[src/rtl/exec_pkg.sv]
// Shared definitions for the RV32IM execute stage: opcode/funct encodings,
// FSM states, decoded-operation enum and a small classification helper.
package exec_pkg;

    localparam logic [6:0] OPC_OP     = 7'b0110011;
    localparam logic [6:0] OPC_OP_IMM = 7'b0010011;

    localparam logic [6:0] F7_BASE   = 7'b0000000;
    localparam logic [6:0] F7_ALT    = 7'b0100000;
    localparam logic [6:0] F7_MULDIV = 7'b0000001;

    localparam logic [2:0] F3_ADD_SUB = 3'b000;
    localparam logic [2:0] F3_SLL     = 3'b001;
    localparam logic [2:0] F3_SLT     = 3'b010;
    localparam logic [2:0] F3_SLTU    = 3'b011;
    localparam logic [2:0] F3_XOR     = 3'b100;
    localparam logic [2:0] F3_SRL_SRA = 3'b101;
    localparam logic [2:0] F3_OR      = 3'b110;
    localparam logic [2:0] F3_AND     = 3'b111;

    localparam logic [2:0] F3_MUL    = 3'b000;
    localparam logic [2:0] F3_MULH   = 3'b001;
    localparam logic [2:0] F3_MULHSU = 3'b010;
    localparam logic [2:0] F3_MULHU  = 3'b011;
    localparam logic [2:0] F3_DIV    = 3'b100;
    localparam logic [2:0] F3_DIVU   = 3'b101;
    localparam logic [2:0] F3_REM    = 3'b110;
    localparam logic [2:0] F3_REMU   = 3'b111;

    typedef enum logic [1:0] {
        ST_IDLE     = 2'd0,
        ST_CALC     = 2'd1,
        ST_ALU_DONE = 2'd2,
        ST_M_DONE   = 2'd3
    } state_e;

    typedef enum logic [4:0] {
        OP_ADD     = 5'd0,
        OP_SUB     = 5'd1,
        OP_SLL     = 5'd2,
        OP_SLT     = 5'd3,
        OP_SLTU    = 5'd4,
        OP_XOR     = 5'd5,
        OP_SRL     = 5'd6,
        OP_SRA     = 5'd7,
        OP_OR      = 5'd8,
        OP_AND     = 5'd9,
        OP_MUL     = 5'd10,
        OP_MULH    = 5'd11,
        OP_MULHSU  = 5'd12,
        OP_MULHU   = 5'd13,
        OP_DIV     = 5'd14,
        OP_DIVU    = 5'd15,
        OP_REM     = 5'd16,
        OP_REMU    = 5'd17,
        OP_ILLEGAL = 5'd18
    } alu_op_e;

    function automatic logic is_muldiv(input alu_op_e op);
        return op inside {OP_MUL, OP_MULH, OP_MULHSU, OP_MULHU,
                          OP_DIV, OP_DIVU, OP_REM, OP_REMU};
    endfunction

endpackage

[src/rtl/exec_unit_rv32im_if.sv]
// Issue/result bundle between operand-read, the execute stage and writeback.
interface exec_unit_rv32im_if #(
    parameter int DATA_WIDTH = 32,
    parameter int IMM_WIDTH  = 21
);
    logic                  issue_valid;
    logic                  issue_ready;
    logic [6:0]            instruction_type;
    logic [2:0]            funct3;
    logic [6:0]            funct7;
    logic [IMM_WIDTH-1:0]  immediate;
    logic                  system_stall;
    logic [DATA_WIDTH-1:0] data_src1;
    logic [DATA_WIDTH-1:0] data_src2;
    logic [DATA_WIDTH-1:0] Execution_Result;
    logic                  Result_valid;
    logic                  illegal_op;
    logic                  busy;

    modport master (
        output issue_valid, instruction_type, funct3, funct7, immediate,
               system_stall, data_src1, data_src2,
        input  issue_ready, Execution_Result, Result_valid, illegal_op, busy
    );

    modport slave (
        input  issue_valid, instruction_type, funct3, funct7, immediate,
               system_stall, data_src1, data_src2,
        output issue_ready, Execution_Result, Result_valid, illegal_op, busy
    );
endinterface

[src/rtl/exec_muldiv_iter.sv]
// Iterative M-extension datapath: radix-2 shift-add multiply and restoring
// divide on operand magnitudes, one step per unstalled clock, sign fix-up at the end.
module exec_muldiv_iter
    import exec_pkg::*;
#(
    parameter int DATA_WIDTH = 32
) (
    input  logic                  clk,
    input  logic                  reset,
    input  logic                  start,
    input  alu_op_e               op,
    input  logic [DATA_WIDTH-1:0] a,
    input  logic [DATA_WIDTH-1:0] b,
    input  logic                  stall,
    output logic                  done,
    output logic [DATA_WIDTH-1:0] result
);
    localparam int            CW        = $clog2(DATA_WIDTH);
    localparam logic [CW-1:0] LAST_STEP = CW'(DATA_WIDTH - 1);

    logic [DATA_WIDTH-1:0]   hi_r, lo_r, m_r;
    logic                    neg_r, div_r, rem_r, want_hi_r, bzero_r, run_r;
    logic [CW-1:0]           cnt_r;

    logic                    signed_a_s, signed_b_s, neg_a_s, neg_b_s;
    logic                    div_op_s, rem_op_s, hi_op_s;
    logic [DATA_WIDTH-1:0]   mag_a_s, mag_b_s;
    logic [DATA_WIDTH:0]     sum_s, rsh_s, diff_s;
    logic [DATA_WIDTH-1:0]   hi_nx_s, lo_nx_s;
    logic [2*DATA_WIDTH-1:0] prod_s;

    // Operand classification and magnitudes, used only on start.
    always_comb begin
        signed_a_s = op inside {OP_MULH, OP_MULHSU, OP_DIV, OP_REM};
        signed_b_s = op inside {OP_MULH, OP_DIV, OP_REM};
        div_op_s   = op inside {OP_DIV, OP_DIVU, OP_REM, OP_REMU};
        rem_op_s   = op inside {OP_REM, OP_REMU};
        hi_op_s    = op inside {OP_MULH, OP_MULHSU, OP_MULHU};
        neg_a_s    = signed_a_s & a[DATA_WIDTH-1];
        neg_b_s    = signed_b_s & b[DATA_WIDTH-1];
        mag_a_s    = neg_a_s ? -a : a;
        mag_b_s    = neg_b_s ? -b : b;
    end

    // One iteration: hi/lo hold {acc, multiplier} for MUL, {remainder, quotient} for DIV.
    always_comb begin
        sum_s  = {1'b0, hi_r} + ({(DATA_WIDTH+1){lo_r[0]}} & {1'b0, m_r});
        rsh_s  = {hi_r, lo_r[DATA_WIDTH-1]};
        diff_s = rsh_s - {1'b0, m_r};
        if (div_r) begin
            if (!diff_s[DATA_WIDTH]) begin
                hi_nx_s = diff_s[DATA_WIDTH-1:0];
                lo_nx_s = {lo_r[DATA_WIDTH-2:0], 1'b1};
            end else begin
                hi_nx_s = rsh_s[DATA_WIDTH-1:0];
                lo_nx_s = {lo_r[DATA_WIDTH-2:0], 1'b0};
            end
        end else begin
            hi_nx_s = sum_s[DATA_WIDTH:1];
            lo_nx_s = {sum_s[0], lo_r[DATA_WIDTH-1:1]};
        end
    end

    // Result reflects the step in flight so it is final on the last step's edge.
    always_comb begin
        prod_s = neg_r ? -{hi_nx_s, lo_nx_s} : {hi_nx_s, lo_nx_s};
        result = '0;
        if (!div_r) begin
            if (want_hi_r) begin
                result = prod_s[2*DATA_WIDTH-1:DATA_WIDTH];
            end else begin
                result = prod_s[DATA_WIDTH-1:0];
            end
        end else if (rem_r) begin
            result = neg_r ? -hi_nx_s : hi_nx_s;
        end else if (bzero_r) begin
            result = '1;
        end else begin
            result = neg_r ? -lo_nx_s : lo_nx_s;
        end
    end

    assign done = run_r && (cnt_r == LAST_STEP);

    // Operand load on start, then one step per unstalled edge until the last one.
    always_ff @(posedge clk) begin
        if (reset) begin
            hi_r      <= '0;
            lo_r      <= '0;
            m_r       <= '0;
            neg_r     <= 1'b0;
            div_r     <= 1'b0;
            rem_r     <= 1'b0;
            want_hi_r <= 1'b0;
            bzero_r   <= 1'b0;
            run_r     <= 1'b0;
            cnt_r     <= '0;
        end else if (!stall) begin
            if (start) begin
                m_r       <= div_op_s ? mag_b_s : mag_a_s;
                hi_r      <= '0;
                lo_r      <= div_op_s ? mag_a_s : mag_b_s;
                neg_r     <= rem_op_s ? neg_a_s : (neg_a_s ^ neg_b_s);
                div_r     <= div_op_s;
                rem_r     <= rem_op_s;
                want_hi_r <= hi_op_s;
                bzero_r   <= (b == '0);
                run_r     <= 1'b1;
                cnt_r     <= '0;
            end else if (run_r) begin
                hi_r <= hi_nx_s;
                lo_r <= lo_nx_s;
                if (cnt_r == LAST_STEP) begin
                    run_r <= 1'b0;
                    cnt_r <= '0;
                end else begin
                    cnt_r <= cnt_r + 1'b1;
                end
            end
        end
    end
endmodule

[src/rtl/exec_unit_rv32im.sv]
// RV32IM execute stage: decode, single-cycle ALU, iterative M unit and the
// issue/result FSM with registered outputs, frozen by system_stall.
module exec_unit_rv32im
    import exec_pkg::*;
#(
    parameter int DATA_WIDTH = 32,
    parameter int IMM_WIDTH  = 21
) (
    input  logic              clk,
    input  logic              reset,
    exec_unit_rv32im_if.slave bus
);
    localparam int             SHW      = $clog2(DATA_WIDTH);
    localparam logic [SHW-1:0] CNT_LOAD = SHW'(DATA_WIDTH - 1);

    state_e                state_r, state_nx_s;
    logic [SHW-1:0]        cnt_r, cnt_nx_s;
    logic [DATA_WIDTH-1:0] result_r, result_nx_s;
    logic                  illegal_r, illegal_nx_s, valid_r, busy_r;

    alu_op_e               op_s;
    logic                  use_src2_s, issue_ready_s, accept_s, md_start_s, md_done_s;
    logic [DATA_WIDTH-1:0] imm_ext_s, op2_s, alu_res_s, md_result_s;
    logic [SHW-1:0]        shamt_s;

    assign imm_ext_s     = DATA_WIDTH'($signed(bus.immediate[11:0]));
    assign issue_ready_s = (state_r == ST_IDLE) && !bus.system_stall;
    assign accept_s      = bus.issue_valid && issue_ready_s;

    // Opcode/funct decode into a single operation code.
    always_comb begin
        op_s       = OP_ILLEGAL;
        use_src2_s = 1'b0;
        case (bus.instruction_type)
            OPC_OP: begin
                use_src2_s = 1'b1;
                case (bus.funct7)
                    F7_BASE: begin
                        case (bus.funct3)
                            F3_ADD_SUB: op_s = OP_ADD;
                            F3_SLL:     op_s = OP_SLL;
                            F3_SLT:     op_s = OP_SLT;
                            F3_SLTU:    op_s = OP_SLTU;
                            F3_XOR:     op_s = OP_XOR;
                            F3_SRL_SRA: op_s = OP_SRL;
                            F3_OR:      op_s = OP_OR;
                            F3_AND:     op_s = OP_AND;
                            default:    op_s = OP_ILLEGAL;
                        endcase
                    end
                    F7_ALT: begin
                        case (bus.funct3)
                            F3_ADD_SUB: op_s = OP_SUB;
                            F3_SRL_SRA: op_s = OP_SRA;
                            default:    op_s = OP_ILLEGAL;
                        endcase
                    end
                    F7_MULDIV: begin
                        case (bus.funct3)
                            F3_MUL:    op_s = OP_MUL;
                            F3_MULH:   op_s = OP_MULH;
                            F3_MULHSU: op_s = OP_MULHSU;
                            F3_MULHU:  op_s = OP_MULHU;
                            F3_DIV:    op_s = OP_DIV;
                            F3_DIVU:   op_s = OP_DIVU;
                            F3_REM:    op_s = OP_REM;
                            F3_REMU:   op_s = OP_REMU;
                            default:   op_s = OP_ILLEGAL;
                        endcase
                    end
                    default: op_s = OP_ILLEGAL;
                endcase
            end
            OPC_OP_IMM: begin
                case (bus.funct3)
                    F3_ADD_SUB: op_s = OP_ADD;
                    F3_SLL:     op_s = OP_SLL;
                    F3_SLT:     op_s = OP_SLT;
                    F3_SLTU:    op_s = OP_SLTU;
                    F3_XOR:     op_s = OP_XOR;
                    F3_SRL_SRA: op_s = bus.immediate[10] ? OP_SRA : OP_SRL;
                    F3_OR:      op_s = OP_OR;
                    F3_AND:     op_s = OP_AND;
                    default:    op_s = OP_ILLEGAL;
                endcase
            end
            default: op_s = OP_ILLEGAL;
        endcase
    end

    // Single-cycle integer ALU; shift amounts come from the low bits of operand 2.
    always_comb begin
        if (use_src2_s) begin
            op2_s = bus.data_src2;
        end else begin
            op2_s = imm_ext_s;
        end
        shamt_s = op2_s[SHW-1:0];
        case (op_s)
            OP_ADD:  alu_res_s = bus.data_src1 + op2_s;
            OP_SUB:  alu_res_s = bus.data_src1 - op2_s;
            OP_SLL:  alu_res_s = bus.data_src1 << shamt_s;
            OP_SLT:  alu_res_s = {{(DATA_WIDTH-1){1'b0}}, ($signed(bus.data_src1) < $signed(op2_s))};
            OP_SLTU: alu_res_s = {{(DATA_WIDTH-1){1'b0}}, (bus.data_src1 < op2_s)};
            OP_XOR:  alu_res_s = bus.data_src1 ^ op2_s;
            OP_SRL:  alu_res_s = bus.data_src1 >> shamt_s;
            OP_SRA:  alu_res_s = $signed(bus.data_src1) >>> shamt_s;
            OP_OR:   alu_res_s = bus.data_src1 | op2_s;
            OP_AND:  alu_res_s = bus.data_src1 & op2_s;
            default: alu_res_s = '0;
        endcase
    end

    exec_muldiv_iter #(
        .DATA_WIDTH(DATA_WIDTH)
    ) u_muldiv (
        .clk    (clk),
        .reset  (reset),
        .start  (md_start_s),
        .op     (op_s),
        .a      (bus.data_src1),
        .b      (bus.data_src2),
        .stall  (bus.system_stall),
        .done   (md_done_s),
        .result (md_result_s)
    );

    // Next-state, iteration counter and result selection.
    always_comb begin
        state_nx_s   = state_r;
        cnt_nx_s     = cnt_r;
        result_nx_s  = result_r;
        illegal_nx_s = illegal_r;
        md_start_s   = 1'b0;
        case (state_r)
            ST_IDLE: begin
                if (accept_s) begin
                    if (is_muldiv(op_s)) begin
                        state_nx_s   = ST_CALC;
                        cnt_nx_s     = CNT_LOAD;
                        md_start_s   = 1'b1;
                        illegal_nx_s = 1'b0;
                    end else begin
                        state_nx_s   = ST_ALU_DONE;
                        result_nx_s  = alu_res_s;
                        illegal_nx_s = (op_s == OP_ILLEGAL);
                    end
                end else begin
                    state_nx_s = ST_IDLE;
                end
            end
            ST_CALC: begin
                if (cnt_r != '0) begin
                    cnt_nx_s = cnt_r - 1'b1;
                end else begin
                    state_nx_s = ST_M_DONE;
                    // A datapath out of step with the counter yields zero, never stale data.
                    if (md_done_s) begin
                        result_nx_s = md_result_s;
                    end else begin
                        result_nx_s = '0;
                    end
                end
            end
            ST_ALU_DONE, ST_M_DONE: begin
                state_nx_s   = ST_IDLE;
                illegal_nx_s = 1'b0;
            end
            default: begin
                state_nx_s = ST_IDLE;
                cnt_nx_s   = '0;
            end
        endcase
    end

    // State and output registers; reset wins over stall, stall freezes everything.
    always_ff @(posedge clk) begin
        if (reset) begin
            state_r   <= ST_IDLE;
            cnt_r     <= '0;
            result_r  <= '0;
            illegal_r <= 1'b0;
            valid_r   <= 1'b0;
            busy_r    <= 1'b0;
        end else if (!bus.system_stall) begin
            state_r   <= state_nx_s;
            cnt_r     <= cnt_nx_s;
            result_r  <= result_nx_s;
            illegal_r <= illegal_nx_s;
            valid_r   <= (state_nx_s == ST_ALU_DONE) || (state_nx_s == ST_M_DONE);
            busy_r    <= (state_nx_s == ST_CALC);
        end
    end

    assign bus.issue_ready      = issue_ready_s;
    assign bus.Execution_Result = result_r;
    assign bus.Result_valid     = valid_r;
    assign bus.illegal_op       = illegal_r;
    assign bus.busy             = busy_r;
endmodule

[src/flat_wrapper.sv]
// flat-port wrapper written by rule: the top's interface ports become plain ports
module exec_unit_rv32im_flat import exec_pkg::*;
#(
    parameter int DATA_WIDTH = 32,
    parameter int IMM_WIDTH  = 21
)
  (clk, reset, bus_issue_valid, bus_instruction_type, bus_funct3, bus_funct7, bus_immediate, bus_system_stall, bus_data_src1, bus_data_src2, bus_issue_ready, bus_Execution_Result, bus_Result_valid, bus_illegal_op, bus_busy);
  exec_unit_rv32im_if #(.DATA_WIDTH(DATA_WIDTH), .IMM_WIDTH(IMM_WIDTH)) bus_i ();
  input  logic clk;
  input  logic reset;
  input wire logic [$bits(bus_i.issue_valid)-1:0] bus_issue_valid;
  input wire logic [$bits(bus_i.instruction_type)-1:0] bus_instruction_type;
  input wire logic [$bits(bus_i.funct3)-1:0] bus_funct3;
  input wire logic [$bits(bus_i.funct7)-1:0] bus_funct7;
  input wire logic [$bits(bus_i.immediate)-1:0] bus_immediate;
  input wire logic [$bits(bus_i.system_stall)-1:0] bus_system_stall;
  input wire logic [$bits(bus_i.data_src1)-1:0] bus_data_src1;
  input wire logic [$bits(bus_i.data_src2)-1:0] bus_data_src2;
  output wire logic [$bits(bus_i.issue_ready)-1:0] bus_issue_ready;
  output wire logic [$bits(bus_i.Execution_Result)-1:0] bus_Execution_Result;
  output wire logic [$bits(bus_i.Result_valid)-1:0] bus_Result_valid;
  output wire logic [$bits(bus_i.illegal_op)-1:0] bus_illegal_op;
  output wire logic [$bits(bus_i.busy)-1:0] bus_busy;
  assign bus_i.issue_valid = bus_issue_valid;
  assign bus_i.instruction_type = bus_instruction_type;
  assign bus_i.funct3 = bus_funct3;
  assign bus_i.funct7 = bus_funct7;
  assign bus_i.immediate = bus_immediate;
  assign bus_i.system_stall = bus_system_stall;
  assign bus_i.data_src1 = bus_data_src1;
  assign bus_i.data_src2 = bus_data_src2;
  assign bus_issue_ready = bus_i.issue_ready;
  assign bus_Execution_Result = bus_i.Execution_Result;
  assign bus_Result_valid = bus_i.Result_valid;
  assign bus_illegal_op = bus_i.illegal_op;
  assign bus_busy = bus_i.busy;
  exec_unit_rv32im #(.DATA_WIDTH(DATA_WIDTH), .IMM_WIDTH(IMM_WIDTH)) u_core (.clk(clk), .reset(reset), .bus(bus_i));
endmodule
[config.mk]
export PLATFORM = sky130hd
export DESIGN_NAME = exec_unit_rv32im_flat
export DESIGN_NICKNAME = d
export VERILOG_FILES = /design/src/rtl/exec_pkg.sv /design/src/rtl/exec_unit_rv32im_if.sv /design/src/rtl/exec_muldiv_iter.sv /design/src/rtl/exec_unit_rv32im.sv /design/src/flat_wrapper.sv
export SDC_FILE = /design/constraint.sdc
export NUM_CORES = 1
export LEC_CHECK = 0
export ABC_AREA = 1
export CORE_MARGIN = 1
export CORE_UTILIZATION = 61
export DETAILED_ROUTE_END_ITERATION = 8
export DONT_BUFFER_PORTS = 1
export PLACE_DENSITY = 0.9
export SYNTH_ARGS = -nofsm -noshare
export SYNTH_HDL_FRONTEND = slang
export SYNTH_SLANG_ARGS = --single-unit
[constraint.sdc]
create_clock -name clk -period 3.7 [get_ports clk]
set_input_delay 0.37 -clock clk [delete_from_list [all_inputs] [get_ports clk]]
set_output_delay 0.37 -clock clk [all_outputs]
set_load 0.02 [all_outputs]
==> flow_metrics.tcl, run 1 <==
set metrics [dict create \
    port_buffers 0 \
    io_pins 142 \
    yosysSeqAreaShare_pct 11.1 \
    synth-seq-cells 149 \
    error "[ERROR GRT-0116] Global routing finished with congestion. Check the congestion regions in the DRC Viewer." \
    grt_max_degree 98 \
    grt.total_usage_pct 71.7 \
    grt_overflow_total 324 \
    cts_sinks 149 \
    grt_pass1_wl_um 250000 \
    yosys.cell_types.count 65 \
    syn-cell-area_um2 26900 \
    initial_core_util_pct 62.3 \
    grt_pass1_vias 40599 \
    cts_max_level 4 \
    rows 76 \
    hpwl_um 100000 \
    yosys.area.top_type "nand2_1" \
    finalWeightedCongestion 1.38 \
    synth-simple-area-share_pct 40.7 \
    syn_avg_cell_area_um2 5.37 \
    synth.mux.area_fraction_pct 0.297 \
    ys.warnings.count 0 \
    root_buffer "clkbuf_16" \
    synth_nets 5296 \
    status "stopped before the end" \
    numCtsBuffers 17 \
    synth_compound_area_share_pct 23.0 \
    synth_edf_count 0 \
    clock_path_buffers 2 \
    die-width_um 212 \
    synthFlopType "dfxtp_1" \
    yosysTopAreaCellShare_pct 20.7 \
    synth_area_leaders "nand2_1 (21%), dfxtp_1 (11%), inv_1 (8.6%)" \
    die_h_um 212 \
    lastStage "5_1_grt" \
    synth_fa_ha_area_share_pct 8.33 \
    synth_xor_area_share_pct 4.10 \
    netlist_instances 5013 \
    synth_top_family_by_area "simple AND/OR/NAND/NOR gates" \
    async_flop_share_pct 0 \
]
## cell usage after synthesis, types with 22 or more instances
master    number
inv_2         22
nor2_2        23
nand2_2       40
xor2_1        98
dfxtp_1      149
buf_2         48
nand4_1       47
a21oi_1      377
nor2_1       419
clkbuf_1     141
or2_2         31
inv_1        616
xnor2_1       28
nand2_1     1485
o211ai_1      34
o21ai_0      447
o221ai_1      26
ha_1         173
o21ai_1       39
a31oi_1       65
nor3_1        69
nand3_1      380
## routing by layer
layer / track usage, % / GRT overflow
met4: 69.1 / 118
met1: 71.9 / 11
met3: 62.3 / 14
met5: 35.3 / 1
met2: 83.6 / 180
## stage by stage
step                TNS, ns  setup WS [ns]  cells  hold slack (ns)  area [um2]
CTS                  -0.413        -0.0988   5910          0.00657       31500
detailed placement    -7.09         -0.423   5864            0.450       30600
global placement      -3.56         -0.335   5864            0.446       30600
floorplan            -0.756         -0.234   5013            0.431       27000
## cells by family after synthesis
family | count (synthesis)
AND/OR/NAND/NOR | 2579
AO/OA/AOI/OAI | 1112
buffers and inverters | 862
adder cells (fa/ha/maj) | 177
flip-flops | 149
XOR/XNOR | 126
multiplexers | 8
## repair_timing
action / 4_1_cts
endpoints found under the setup margin: 31
gates resized for setup: 41
pin swaps: 32
hold buffers: 3
buffers inserted: 13
hold endpoints to repair: 14
cloned: 0
==> run 2: changes to the inputs <==
Settings changed: CORE_UTILIZATION 61 to 40, PLACE_DENSITY 0.9 to unset, PLACE_DENSITY_LB_ADDON set to 0.15.
Clock period 3.7 ns to 4.8 ns, I/O delays scaled along.
==> flow_metrics.tcl, run 2 <==
set metrics [dict create \
    grt.total_usage_pct 43.0 \
    ant_nets 0 \
    yosysSeqAreaShare_pct 11.1 \
    async_flop_share_pct 0 \
    rows 94 \
    synth.top_cells.by_count "nand2_1 (1485), inv_1 (616), o21ai_0 (447), nor2_1 (419), nand3_1 (380)" \
    port_buffers 0 \
    cts_sinks 149 \
    netlist_instances 5013 \
    final_common_cell "nand2_1" \
    viasPerCell 5.85 \
    finalWeightedCongestion 1.09 \
    hp-start "reset" \
    hpwl_um 122000 \
    cp-start-kind "flop" \
    final_cells 5902 \
    rsz0062_at_grt "false" \
    yosys.area.top_type "nand2_1" \
    layout_common_cells "nand2_1 (1484), inv_1 (616), o21ai_0 (443), nor2_1 (415), nand3_1 (379)" \
    numCtsBuffers 17 \
    hold-path-cell-count 1 \
    diodes 0 \
    num_vias 34531 \
    insertion_delay_ns 0.49 \
    grt_overflow_total 0 \
    synth_edf_count 0 \
    post-place-cells 5869 \
    die-width_um 262 \
    synth_area_leaders "nand2_1 (21%), dfxtp_1 (11%), inv_1 (8.6%)" \
    finalSetupViolations 0 \
    cp.arrival_ns 4.97 \
    drt_iter0_markers 3981 \
    crit_buf_inv 4 \
    final_core_util_pct 44.3 \
    die_h_um 262 \
    drcViolationCount 0 \
    nets 5308 \
    detail_route.wl_per_cell_um 25.3 \
    critPathMaxStageDelay_ns 0.42 \
    cts_max_level 4 \
    status "finished, final reports clean" \
    tightest_slew_ns 1.22 \
    area_growth_pct 8.97 \
    yosys.cell_types.count 65 \
    maxCapViolCount 0 \
    coreArea_um2 66200 \
    clkTransAtPathRegs_ns 0.07 \
    power.total_w 0.00409 \
    drtPass1Iterations 6 \
    fin_skew_ns 0.0117 \
    grt_max_degree 84 \
    tritoncts "built" \
    peakVddDrop_mv 0.256 \
    critPathKind "flop to flop" \
    hold_class "input pin to flop" \
    yosysTopAreaCellShare_pct 20.7 \
    antenna_found_initial 1 \
    worstReg2RegStart "u_core.u_muldiv.lo_r[31]" \
    initial_core_util_pct 40.7 \
    ys.warnings.count 0 \
    root_buffer "clkbuf_16" \
    drv_slew 0 \
    internal_power_w 0.00247 \
    rrSetupSlack_ns 0.25 \
    syn-cell-area_um2 26900 \
    relSlewSlack_pct 17.7 \
    period_needed_ns 4.55 \
    syn_avg_cell_area_um2 5.37 \
    grt_pass1_vias 32167 \
    hold_violations 0 \
    synth_nets 5296 \
    worst-path-max-fanout 14 \
    reg2reg_depth 27 \
    p_clk_share_pct 35.8 \
    synth-seq-cells 149 \
    combPwrFrac_pct 32.7 \
    p_switching_w 0.00162 \
    min_to "u_core.u_muldiv.hi_r[30]" \
    slowest_stage "fa_1" \
    cp_top_family "simple AND/OR/NAND/NOR gates" \
    crit_top_cell "nand2_1" \
    synth.most_common_cell "nand2_1" \
    place_ws_ns 0.179 \
    crit_path_end_kind "flop" \
    tns_ns 0 \
    drive_gt1_share_pct 8.28 \
    drt_wl_total_um 150000 \
    leakage_nw 14.7 \
    p_sw_share_pct 39.6 \
    setup_ws_ns 0.251 \
    io_pins 142 \
    max_freq_ghz 0.220 \
    power_density_nw_per_um2 139 \
    dieArea_um2 68400 \
    synthFlopType "dfxtp_1" \
    required_ns 5.22 \
    r2r_end "u_core.bus.Execution_Result[9]" \
    grt_pass1_wl_um 213000 \
    nFillCells 7719 \
    period_share_pct 94.8 \
    seqPwrFrac_pct 31.6 \
    clock_path_buffers 2 \
]
[run 2: worst register-to-register path: cells and delay by family (launching register included)]
family	cells	cell delay (ns)
simple gates	18	2.16
buf+inv	4	0.69
fa+ha+maj	2	0.67
compound gates	3	0.63
flops	1	0.34
[run 2: how the worst max path moves through the flow]
| stage | from | to | slack (ns) | depth (start not counted) |
|---|---|---|---|---|
| 2_1_floorplan | bus_instruction_type[3] | u_core.bus.Execution_Result[21] | 0.65 | 21 |
| 3_3_place_gp | bus_instruction_type[3] | u_core.bus.Execution_Result[19] | 0.22 | 22 |
| 3_5_place_dp | bus_instruction_type[3] | u_core.bus.Execution_Result[19] | 0.18 | 22 |
| 4_1_cts | u_core.u_muldiv.lo_r[31] | u_core.bus.Execution_Result[12] | 0.25 | 27 |
| 5_1_grt | u_core.u_muldiv.lo_r[31] | u_core.bus.Execution_Result[10] | 0.01 | 29 |
| 6_report | u_core.u_muldiv.lo_r[31] | u_core.bus.Execution_Result[9] | 0.25 | 27 |
[run 2: power by group through the flow]
stage / sequential (W) / clock [W] / combinational [W]
2_1_floorplan: 0.00131 / 0 / 0.000823
3_3_place_gp: 0.00132 / 0 / 0.00129
3_5_place_dp: 0.00132 / 0 / 0.00129
4_1_cts: 0.00129 / 0.00147 / 0.00129
5_1_grt: 0.00129 / 0.00151 / 0.00144
6_report: 0.00129 / 0.00146 / 0.00133
[run 2: logic make-up (layout without fill, tap and decap cells)]
| family | after synthesis | count (layout) | share of synthesized area (%) |
|---|---|---|---|
| DFF | 149 | 149 | 11.1 |
| and+or+nand+nor | 2579 | 2579 | 40.7 |
| xor gates and xnor gates | 126 | 126 | 4.10 |
| muxes | 8 | 8 | 0.297 |
| buffers and inverters | 862 | 887 | 12.5 |
| AOI/OAI and AO/OA | 1112 | 1112 | 23.0 |
| adders and majority gates | 177 | 177 | 8.33 |
[run 2: metrics by stage]
stage / hold slack [ns] / area (um2)
2_1_floorplan: 0.431 / 26900
3_3_place_gp: 0.445 / 28700
3_5_place_dp: 0.458 / 28700
4_1_cts: 0.0512 / 29300
5_1_grt: 0.0538 / 29400
6_report: 0.0652 / 29400
[run 2: layout make-up]
class	count	area, um2	area share (%)
multi-input cells	4002	20700	70.4
flip-flops and latches	149	2990	10.2
inverters	646	2420	8.26
repair buffers	209	1580	5.39
well taps	864	1080	3.68
clock buffers	18	439	1.50
clock inverters	14	169	0.575
[run 2: per-layer routing]
layer / track usage (%) / share of wire, % / up-vias
met1: 48.7 / 37 / 15953
met5: 0 / 0.0087 / -
li1: - / - / 16423
met3: 8.21 / 8.3 / 474
met4: 39.2 / 10 / 2
met2: 68.5 / 44 / 1679
[run 2: timing repair]
item,in CTS,in global routing
endpoints found under the setup margin,0,15
hold buffers,0,0
buffers inserted,0,1
gates resized for setup,0,7
Power figures use the tool's default switching activity.
